**config.mk**
```make
export PLATFORM = sky130hd
export DESIGN_NAME = adf4159_spi_monitor_flat
export DESIGN_NICKNAME = d
export VERILOG_FILES = /design/src/rtl/adf4159_spi_monitor_pkg.sv /design/src/rtl/adf4159_spi_monitor_if.sv /design/src/rtl/adf4159_spi_sync.sv /design/src/rtl/adf4159_spi_monitor.sv /design/src/flat_wrapper.sv
export SDC_FILE = /design/constraint.sdc
export NUM_CORES = 1
export LEC_CHECK = 0
export BUFFER_PORTS_ARGS = -buffer_cell sky130_fd_sc_hd__buf_2
export CAP_MARGIN = 25
export CORE_AREA = 2 2 86 88
export DETAILED_ROUTE_END_ITERATION = 16
export DIE_AREA = 0 0 88 90
export GPL_TIMING_DRIVEN = 0
export PLACE_DENSITY = 0.79
export SKIP_CTS_REPAIR_TIMING = 1
export SKIP_LAST_GASP = 1
export SLEW_MARGIN = 20
export SYNTH_ARGS = -nofsm -noshare
export SYNTH_HDL_FRONTEND = slang
export SYNTH_SLANG_ARGS = --single-unit
export TNS_END_PERCENT = 50
```
**constraint.sdc**
```tcl
create_clock -name ipClk -period 2 [get_ports ipClk]
set_input_delay 0.4 -clock ipClk [delete_from_list [all_inputs] [get_ports ipClk]]
set_output_delay 0.4 -clock ipClk [all_outputs]
set_load 0.02 [all_outputs]
```
**src/rtl/adf4159_spi_monitor_pkg.sv**
```systemverilog
// rtl/adf4159_spi_monitor_pkg.sv - shared word width, register indices and address type for the ADF4159 SPI monitor
package ADF4159_PKG;

    localparam int WORD_WIDTH  = 32;
    localparam int COUNT_WIDTH = 6;

    typedef logic [2:0] regAddr_t;

    localparam regAddr_t R0_FRAC_INT  = 3'd0;
    localparam regAddr_t R1_LSB_FRAC  = 3'd1;
    localparam regAddr_t R2_R_DIV     = 3'd2;
    localparam regAddr_t R3_FUNCTION  = 3'd3;
    localparam regAddr_t R4_CLOCK     = 3'd4;
    localparam regAddr_t R5_DEVIATION = 3'd5;
    localparam regAddr_t R6_STEP      = 3'd6;
    localparam regAddr_t R7_DELAY     = 3'd7;

    // The ADF4159 control bits sit in the three LSBs of every word.
    function automatic regAddr_t wordAddress(input logic [WORD_WIDTH-1:0] word);
        return word[2:0];
    endfunction

endpackage

```
**src/rtl/adf4159_spi_monitor_if.sv**
```systemverilog
// rtl/adf4159_spi_monitor_if.sv - three-wire write-only SPI bus to the ADF4159
interface adf4159_spi_monitor_if;
    logic sClk;
    logic data;
    logic latch;

    modport master (output sClk, output data, output latch);
    modport slave  (input  sClk, input  data, input  latch);
endinterface

```
**src/rtl/adf4159_spi_sync.sv**
```systemverilog
// rtl/adf4159_spi_sync.sv - synchroniser plus registered rising-edge detect for one SPI line
module adf4159_spi_sync #(
    parameter int STAGES = 2
) (
    input  logic ipClk,
    input  logic ipReset,
    input  logic ipLine,
    output logic opLevel,
    output logic opRise
);
    logic [STAGES:0]   pipe;
    logic [STAGES+1:0] primed;

    // primed[k] marks that pipe[k] (and, at the top bit, opLevel) holds a real
    // post-reset sample, so a line already high at reset release is not an edge.
    always_ff @(posedge ipClk) begin
        if (ipReset) begin
            pipe    <= '0;
            primed  <= '0;
            opLevel <= 1'b0;
            opRise  <= 1'b0;
        end else begin
            pipe    <= {pipe[STAGES-1:0], ipLine};
            primed  <= {primed[STAGES:0], 1'b1};
            opLevel <= pipe[STAGES];
            opRise  <= pipe[STAGES] & ~opLevel & primed[STAGES+1];
        end
    end
endmodule

```
**src/rtl/adf4159_spi_monitor.sv**
```systemverilog
// rtl/adf4159_spi_monitor.sv - passive ADF4159 SPI word receiver with address decode
// Optional shadow register file when ADF4159_MONITOR_SHADOW_EN is defined.
module adf4159_spi_monitor
    import ADF4159_PKG::*;
#(
    parameter int SYNC_STAGES = 2
) (
    input  logic                  ipClk,
    input  logic                  ipReset,
    adf4159_spi_monitor_if.slave  spi,
    output logic                  opValid,
    output regAddr_t              opAddress,
    output logic [WORD_WIDTH-1:0] opData,
    output logic                  opError,
    output logic [15:0]           opWordCount
`ifdef ADF4159_MONITOR_SHADOW_EN
    ,
    input  regAddr_t              ipRdAddress,
    output logic [WORD_WIDTH-1:0] opRdData,
    output logic [7:0]            opWritten
`endif
);
    logic sClkLevel, sClkRise;
    logic dataLevel, dataRise;
    logic latchLevel, latchRise;
    logic unusedLines;

    adf4159_spi_sync #(.STAGES(SYNC_STAGES)) uSyncSClk (
        .ipClk(ipClk), .ipReset(ipReset), .ipLine(spi.sClk),
        .opLevel(sClkLevel), .opRise(sClkRise)
    );
    adf4159_spi_sync #(.STAGES(SYNC_STAGES)) uSyncData (
        .ipClk(ipClk), .ipReset(ipReset), .ipLine(spi.data),
        .opLevel(dataLevel), .opRise(dataRise)
    );
    adf4159_spi_sync #(.STAGES(SYNC_STAGES)) uSyncLatch (
        .ipClk(ipClk), .ipReset(ipReset), .ipLine(spi.latch),
        .opLevel(latchLevel), .opRise(latchRise)
    );

    assign unusedLines = sClkLevel ^ dataRise;

    logic [WORD_WIDTH-1:0]  shiftReg;
    logic [COUNT_WIDTH-1:0] bitCount;
    logic [15:0]            wordCount;
    logic                   accept;

    assign accept      = latchRise && (bitCount >= COUNT_WIDTH'(WORD_WIDTH));
    assign opWordCount = wordCount;

    // A latch edge takes priority: any SClk edge seen in the same cycle is dropped.
    always_ff @(posedge ipClk) begin
        if (ipReset) begin
            shiftReg  <= '0;
            bitCount  <= '0;
            wordCount <= '0;
            opValid   <= 1'b0;
            opError   <= 1'b0;
            opAddress <= '0;
            opData    <= '0;
        end else begin
            opValid <= 1'b0;
            opError <= 1'b0;
            if (latchRise) begin
                bitCount <= '0;
                if (accept) begin
                    opValid   <= 1'b1;
                    opData    <= shiftReg;
                    opAddress <= wordAddress(shiftReg);
                    wordCount <= wordCount + 16'd1;
                end else begin
                    opError <= 1'b1;
                end
            end else if (sClkRise && !latchLevel) begin
                shiftReg <= {shiftReg[WORD_WIDTH-2:0], dataLevel};
                if (bitCount != '1) begin
                    bitCount <= bitCount + 1'b1;
                end
            end
        end
    end

`ifdef ADF4159_MONITOR_SHADOW_EN
    logic [WORD_WIDTH-1:0] shadow [8];

    // Written on the same edge that raises opValid, so the registered read
    // shows the new value on the cycle after the strobe.
    always_ff @(posedge ipClk) begin
        if (ipReset) begin
            for (int i = 0; i < 8; i++) begin
                shadow[i] <= '0;
            end
            opWritten <= '0;
            opRdData  <= '0;
        end else begin
            if (accept) begin
                shadow[wordAddress(shiftReg)]    <= shiftReg;
                opWritten[wordAddress(shiftReg)] <= 1'b1;
            end
            opRdData <= shadow[ipRdAddress];
        end
    end
`endif
endmodule

```
**src/flat_wrapper.sv**
```systemverilog
// flat-port wrapper written by rule: the top's interface ports become plain ports
module adf4159_spi_monitor_flat import ADF4159_PKG::*;
#(
    parameter int SYNC_STAGES = 2
)
  (ipClk, ipReset, opValid, opAddress, opData, opError, opWordCount, spi_sClk, spi_data, spi_latch);
  adf4159_spi_monitor_if spi_i ();
  input  logic ipClk;
  input  logic ipReset;
  output logic opValid;
  output regAddr_t opAddress;
  output logic [WORD_WIDTH-1:0] opData;
  output logic opError;
  output logic [15:0] opWordCount;
  input wire logic [$bits(spi_i.sClk)-1:0] spi_sClk;
  input wire logic [$bits(spi_i.data)-1:0] spi_data;
  input wire logic [$bits(spi_i.latch)-1:0] spi_latch;
  assign spi_i.sClk = spi_sClk;
  assign spi_i.data = spi_data;
  assign spi_i.latch = spi_latch;
  adf4159_spi_monitor #(.SYNC_STAGES(SYNC_STAGES)) u_core (.ipClk(ipClk), .ipReset(ipReset), .spi(spi_i), .opValid(opValid), .opAddress(opAddress), .opData(opData), .opError(opError), .opWordCount(opWordCount));
endmodule
```
==> results of run 1 <==
synth_stat cells (3+ instances only):
library cell,number,share of area
buf_2,6,0.0080
inv_1,4,0.0040
xor2_1,8,0.019
buf_4,3,0.0060
dfxtp_1,106,0.56
nor3_1,3,0.0040
ha_1,3,0.0099
a21oi_1,69,0.091
xnor2_1,5,0.012
o21ai_0,6,0.0080
nand2_1,136,0.14
nor2b_1,17,0.028
clkbuf_1,20,0.020
nor2_1,18,0.018
nand4_1,6,0.0099
nand3_1,6,0.0080
worst max-delay path, delay by kind of cell, from the launching register on:
family          cells  cell delay (ns)
simple gates        3             0.61
buf+inv             2             0.46
compound gates      1             0.14
flops               1             0.33
layer usage:
| layer | global-route usage | part of all wire | vias to the layer above |
|---|---|---|---|
| met5 | 0 | 0 | - |
| met4 | 0.08846 | 0.023 | 0 |
| met3 | 0.04408 | 0.041 | 15 |
| met2 | 0.2999 | 0.48 | 60 |
| met1 | 0.2594 | 0.46 | 1424 |
| li1 | - | - | 1578 |
sequential cells by signal (all words and copies together) (netlist names):
name	cells
u_core.opData	32
u_core.shiftReg	32
u_core.opWordCount	16
u_core.bitCount	6
u_core.uSyncLatch.primed	4
u_core.uSyncData.pipe	3
u_core.uSyncLatch.pipe	3
u_core.uSyncSClk.pipe	3
u_core.opError	1
u_core.opValid	1
u_core.uSyncData.opLevel	1
u_core.uSyncLatch.opLevel	1
u_core.uSyncLatch.opRise	1
u_core.uSyncSClk.opLevel	1
u_core.uSyncSClk.opRise	1
final timing paths:
check | endpoint | slack (ns)
setup / recovery | u_core.shiftReg[18]$_SDFFE_PP0P_ | 0.40
hold / removal | u_core.uSyncData.pipe[0]$_SDFF_PP0_ | 0.24
setup reg to reg | u_core.shiftReg[18]$_SDFFE_PP0P_ | 0.40
hold reg to reg | u_core.shiftReg[0]$_SDFFE_PP0P_ | 0.44
per-stage QoR:
step | setup WS, ns | std cells | cell area [µm²] | power [µW] | util
finish | 0.4009 | 614 | 4375 | 3446 | 0.6232
global placement | 0.2519 | 598 | 4180 | 2224 | 0.5954
global route | 0.2192 | 614 | 4375 | 3580 | 0.6232
CTS | 0.3872 | 614 | 4375 | 3480 | 0.6232
detailed placement | 0.2171 | 598 | 4180 | 2225 | 0.5954
floorplan | 0.4326 | 443 | 3776 | 2209 | -
logic make-up after synthesis:
kind of cell | after synthesis | synth area share
AND/OR/NAND/NOR | 205 | 0.2455
adder cells (fa/ha/maj) | 3 | 0.009941
XOR/XNOR | 13 | 0.03015
flip-flops | 106 | 0.5620
buffers and inverters | 35 | 0.03976
AO/OA/AOI/OAI | 80 | 0.1100
multiplexers | 1 | 0.002651
final cells by class:
class / instances / area (µm²) / area share
multi-input cells: 302 / 1504 / 0.3437
well taps: 99 / 123.9 / 0.02831
clock inverters: 5 / 43.79 / 0.01001
inverters: 4 / 15.01 / 0.003432
clock buffers: 11 / 151.4 / 0.03460
repair buffers: 56 / 280.3 / 0.06405
flip-flops and latches: 106 / 2122 / 0.4850
plain buffers: 31 / 135.1 / 0.03088
where the power goes:
part	switching (µW)	internal [µW]
sequential	2.14	2120
combinational	38.7	14.2
clock	731	539
==> flow_summary_export.csv, run 1 <==
group,metric,value,unit
min_path,hold_start,"spi_data",
cts,path_clk_slew,0.10,ns
timing,rsz0062_at_grt,"no",
timing,setup_violations,0,
floorplan,pin_count,58,
yosys,ys_ff_latch,106,
run_status,outcome,"complete, no violations",
global_route,grt_pass1_wl,12.43,mm
critical_path,crit_start,"u_core.uSyncSClk.opRise$_SDFF_PP0_",
critical_path,start_kind,"flop",
critical_path,crit_slowest_cell,"nor2b_1",
min_path,hold_class,"in -> reg",
critical_path,end_kind,"flop",
cts,cts_tree,"yes",
timing,maxSlewHeadroom,0.6653,
placed_design,portBuffers,56,
floorplan,coreArea,7020,µm²
timing,finClkSkew,0.01505,ns
yosys,synth_cell_types,37,
pwr,power_leakage,0.001693,µW
yosys,syn_nets,451,
global_route,first_global_vias,2788,
job,drv_cap,0,
final_layout,drive_gt1_frac,0.1689,
timing,period_share,0.7996,
routing,drcViolationCount,0,
cts,cts_buffers,9,
global_route,grt_max_degree,19,
routing,wl_per_cell,11.67,µm
final_layout,final_cell_mix,"nand2_1 (136), dfxtp_1 (106), a21oi_1 (69)",
yosys,syn_inst,443,
yosys,synthArstFlopShare,0,
critical_path,worstPathArrival,1.89,ns
final_layout,area_delta_synth_final,15.87,%
placed_design,place.gp.congestion,0.8086,
timing,timing.fmax,625.3,MHz
timing,maxSlewViolCount,0,
placed_design,dpl.hpwl,5.049,mm
critical_path,worstPathRequired,2.29,ns
yosys,yosysWarnings,0,
critical_path,crit_type,"reg -> reg",
cts,cts_buffer_depth,2,
yosys,synth-edff-count,0,
yosys,synth_area_per_cell,8.524,µm²
global_route,grt.overflow.total,0,
routing,ant_nets,0,
cts,cts_root_buf,"clkbuf_8",
cts,clk_latency,0.37,ns
critical_path,critPathMaxFanout,10,
cts,cts.sinks,106,
yosys,syn-cell-area,3776,µm²
yosys,synth-main-ff-cell,"dfxtp_1",
floorplan,die_y,90,µm
floorplan,start_util,0.5379,
final_layout,n_fill_cell,636,
routing,dr_total_vias,3077,
floorplan,die_area,7920,µm²
timing,fin_crit,1.599,ns
timing,finalHoldViolCount,0,
min_path,holdPathStages,2,
global_route,antenna_found_initial,0,
critical_path,regToRegStartpoint,"u_core.uSyncSClk.opRise$_SDFF_PP0_",
timing,worst_pin_slew,0.5021,ns
pwr,vdd_ir_drop_max,0.0005066,V
routing,drt_wl_total,7.165,mm
final_layout,diodes,0,
routing,firstDrtPassIters,4,
critical_path,slowest_delay,0.35,ns
routing,drt_iter0_drc,207,
critical_path,path_cells,"nor2b_1 -> nor2b_1 -> clkbuf_1 -> buf_2 -> nand2_1 -> a21oi_1",
final_layout,nets,518,
floorplan,placementRows,31,
critical_path,worst-r2r-cell-count,6,
final_layout,layout_commonest_cell,"nand2_1",
pwr,powerDensity,787.5,nW/µm²
cts,htree_levels,3,
routing,viasPerCell,5.011,
critical_path,crit_path_frequent_cell,"nor2b_1",
floorplan,dieWidth,88,µm
timing,tns,0,ns
global_route,track_usage,0.1951,
yosys,yosysSeqAreaShare,0.5620,
timing,holdWs,0.2394,ns
Power figures use the tool's default switching activity.
==> inputs of run 2 (changes only) <==
--- a/config.mk
+++ b/config.mk
@@ -5,11 +5,12 @@
 export SDC_FILE = /design/constraint.sdc
 export NUM_CORES = 1
 export LEC_CHECK = 0
+export ABC_AREA = 1
 export BUFFER_PORTS_ARGS = -buffer_cell sky130_fd_sc_hd__buf_2
 export CAP_MARGIN = 25
-export CORE_AREA = 2 2 86 88
+export CORE_AREA = 2 2 89 91
 export DETAILED_ROUTE_END_ITERATION = 16
-export DIE_AREA = 0 0 88 90
+export DIE_AREA = 0 0 91 93
 export GPL_TIMING_DRIVEN = 0
 export PLACE_DENSITY = 0.79
 export SKIP_CTS_REPAIR_TIMING = 1
==> constraint.sdc (replaced) <==
create_clock -name ipClk -period 1.7 [get_ports ipClk]
set_input_delay 0.34 -clock ipClk [delete_from_list [all_inputs] [get_ports ipClk]]
set_output_delay 0.34 -clock ipClk [all_outputs]
set_load 0.02 [all_outputs]
==> run 2 against run 1 <==
Effect of this change: combinational power increased by 74%; clock skew shrank 0.0052 ns; largest cell class unchanged; worst setup slack got worse by 0.19 ns; via count up 7.2%; utilization grew 0.060 points.
==> flow_summary_export.csv, run 2 <==
group,metric,value,unit
final_layout,drive_gt1_frac,0.2218,
critical_path,r2r_end,"u_core.opWordCount[10]$_SDFFE_PP0P_",
timing,maxSlewHeadroom,0.6960,
pwr,internal_power,3221,µW
final_layout,n_fill_cell,698,
routing,drt_wl_total,7.665,mm
critical_path,cp.buffers_inverters,0,
final_layout,nets,571,
final_layout,fin_util,0.6238,
critical_path,slowest_delay,0.43,ns
critical_path,worstPathRequired,1.93,ns
yosys,yosys-top-cells-count,"dfxtp_1 (106), inv_1 (81), a21oi_1 (54), nand2_1 (54), o21ai_0 (52)",
global_route,grt_max_degree,19,
pwr,power_leakage,0.002000,µW
timing,finalHoldViolCount,0,
critical_path,path_cells,"ha_1 -> nand3_2 -> nor2_2 -> nand2_1 -> nor2_1 -> nand2_1 -> nand2_1 -> nor2_1",
yosys,synth-edff-count,0,
critical_path,start_kind,"flop",
timing,fin_crit,1.490,ns
critical_path,critPathMaxFanout,5,
yosys,ys_ff_latch,106,
routing,wl_per_cell,11.44,µm
job,drv_cap,0,
pwr,power_frac_clock,0.375,
final_layout,diodes,0,
floorplan,start_util,0.5422,
pwr,vdd_ir_drop_max,0.0006676,V
yosys,synthArstFlopShare,0,
critical_path,crit_end,"u_core.opWordCount[10]$_SDFFE_PP0P_",
routing,drcViolationCount,0,
critical_path,worst-r2r-cell-count,8,
placed_design,place.gp.congestion,0.8634,
routing,dr_total_vias,3298,
yosys,synth-main-ff-cell,"dfxtp_1",
global_route,first_global_vias,2938,
yosys,syn-cell-area,4081,µm²
yosys,yosysSeqAreaShare,0.5199,
critical_path,regToRegStartpoint,"u_core.opWordCount[1]$_SDFFE_PP0P_",
final_layout,layout_commonest_cell,"dfxtp_1",
yosys,yosysWarnings,0,
global_route,antenna_found_initial,0,
floorplan,pin_count,58,
yosys,synth_top_area_cell,"dfxtp_1",
routing,drt_iter0_drc,164,
critical_path,crit_path_frequent_cell,"nand2_1",
timing,finClkSkew,0.009812,ns
routing,ant_nets,0,
cts,cts_root_buf,"clkbuf_8",
critical_path,critPathTopFamily,"simple AND/OR/NAND/NOR gates",
final_layout,area_delta_synth_final,15.05,%
routing,viasPerCell,4.922,
critical_path,regToRegSetupSlack,0.21,ns
timing,period_share,0.8764,
yosys,synth_area_leaders,"dfxtp_1 (52%), inv_1 (7.4%), a21oi_1 (6.6%), o21ai_0 (6.4%), nand2_1 (5.0%)",
floorplan,placementRows,32,
floorplan,coreArea,7527,µm²
yosys,post-synth-top-count-cell,"dfxtp_1",
pwr,powerDensity,883.3,nW/µm²
pwr,p_switching,927.1,µW
pwr,p_comb_frac,0.022,
yosys,synth_cell_types,31,
cts,cts_tree,"yes",
yosys,syn_inst,495,
yosys,synth_area_per_cell,8.245,µm²
cts,cts.sinks,106,
cts,clk_latency,0.36,ns
critical_path,crit_cells,8,
cts,path_clk_slew,0.10,ns
cts,cts_buffer_depth,2,
placed_design,dpl.hpwl,5.481,mm
cts,cts_buffers,9,
final_layout,finalInstanceArea,4696,µm²
floorplan,die_y,93,µm
floorplan,die_area,8463,µm²
cts,htree_levels,3,
final_layout,final_cell_mix,"dfxtp_1 (106), inv_1 (81), buf_2 (63)",
timing,setup_violations,0,
pwr,power_frac_seq,0.603,
critical_path,worstPathArrival,1.72,ns
global_route,track_usage,0.1831,
yosys,synth_top_area_share,0.5199,
floorplan,dieWidth,91,µm
run_status,outcome,"complete, no violations",
placed_design,place_area,4494,µm²
critical_path,crit_type,"reg -> reg",
routing,firstDrtPassIters,4,
global_route,grt.overflow.total,0,
timing,rsz0062_at_grt,"no",
placed_design,portBuffers,57,
timing,worst_pin_slew,0.4559,ns
min_path,hold_class,"in -> reg",
global_route,grt_pass1_wl,12.77,mm
critical_path,end_kind,"flop",
timing,timing.fmax,671.2,MHz
timing,tns,0,ns
pwr,p_sw_frac,0.2235,
critical_path,crit_start,"u_core.opWordCount[1]$_SDFFE_PP0P_",
timing,maxSlewViolCount,0,
yosys,syn_nets,503,
critical_path,crit_slowest_cell,"dfxtp_1",
run 2: changes by cell type after synthesis, moves of 20 or more:
| cell | delta |
|---|---|
| nand2_1 | -82 |
| o21ai_0 | +46 |
| inv_1 | +77 |
| nor2_1 | +30 |
| a21oi_2 | +20 |
run 2: worst min-delay path: stages:
cell and delay (ns):
buf_2 0.09, inv_1 0.04, nor2_1 0.03
run 2: through the flow:
| step | worst slack [ns] | hold slack [ns] | power [µW] | std cells |
|---|---|---|---|---|
| floorplan | 0.2963 | 0.3734 | 2624 | 495 |
| global placement | 0.1885 | 0.3781 | 2648 | 654 |
| detailed placement | 0.1605 | 0.3855 | 2651 | 654 |
| CTS | 0.2189 | 0.1658 | 4185 | 670 |
| global route | 0.05073 | 0.1658 | 4310 | 670 |
| finish | 0.2101 | 0.1816 | 4148 | 670 |
run 2: cell type report:
cell class | instances | area [µm²] | area share
sequential | 106 | 2122 | 0.4519
clock buffer | 9 | 123.9 | 0.02638
buffer | 27 | 202.7 | 0.04317
tap | 102 | 127.6 | 0.02718
inverter | 83 | 314.1 | 0.06688
clock inverter | 7 | 77.57 | 0.01652
multi-input combinational | 279 | 1443 | 0.3072
timing repair buffer | 57 | 285.3 | 0.06075
run 2: layer usage:
layer / track usage / part of all wire / up-vias
li1: - / - / 1709
met1: 0.2343 / 0.49 / 1513
met2: 0.3111 / 0.46 / 68
met3: 0.04674 / 0.038 / 8
met4: 0.04545 / 0.011 / 0
met5: 0 / 0 / -
run 2: cells by family (layout without fill, tap and decap cells):
kind of cell             Yosys count  count (layout)  synth area share
AO/OA/AOI/OAI                    149             149            0.2085
AND/OR/NAND/NOR                  127             127            0.1358
buffers and inverters            110             183            0.1266
flip-flops                       106             106            0.5199
adder cells (fa/ha/maj)            3               3          0.009198
run 2: power by group through the flow:
stage / logic, µW / registers [µW] / clock network (µW)
global placement: 89.7 / 2560 / 0
global route: 106 / 2500 / 1700
detailed placement: 91.6 / 2560 / 0
CTS: 92.6 / 2500 / 1590
floorplan: 66.2 / 2560 / 0
finish: 92.0 / 2500 / 1550
run 2: worst min-delay path by stage:
stage | startpoint | to | slack [ns] | cells past startpoint
after floorplan | u_core.uSyncSClk.opLevel$_SDFF_PP0_ | u_core.uSyncSClk.opRise$_SDFF_PP0_ | 0.37 | 1
after global placement | u_core.uSyncSClk.opLevel$_SDFF_PP0_ | u_core.uSyncSClk.opRise$_SDFF_PP0_ | 0.38 | 1
after detailed placement | u_core.uSyncSClk.opLevel$_SDFF_PP0_ | u_core.uSyncSClk.opRise$_SDFF_PP0_ | 0.39 | 1
after CTS | spi_sClk | u_core.uSyncSClk.pipe[0]$_SDFF_PP0_ | 0.17 | 3
after global routing | spi_sClk | u_core.uSyncSClk.pipe[0]$_SDFF_PP0_ | 0.17 | 3
final | spi_sClk | u_core.uSyncSClk.pipe[0]$_SDFF_PP0_ | 0.18 | 3
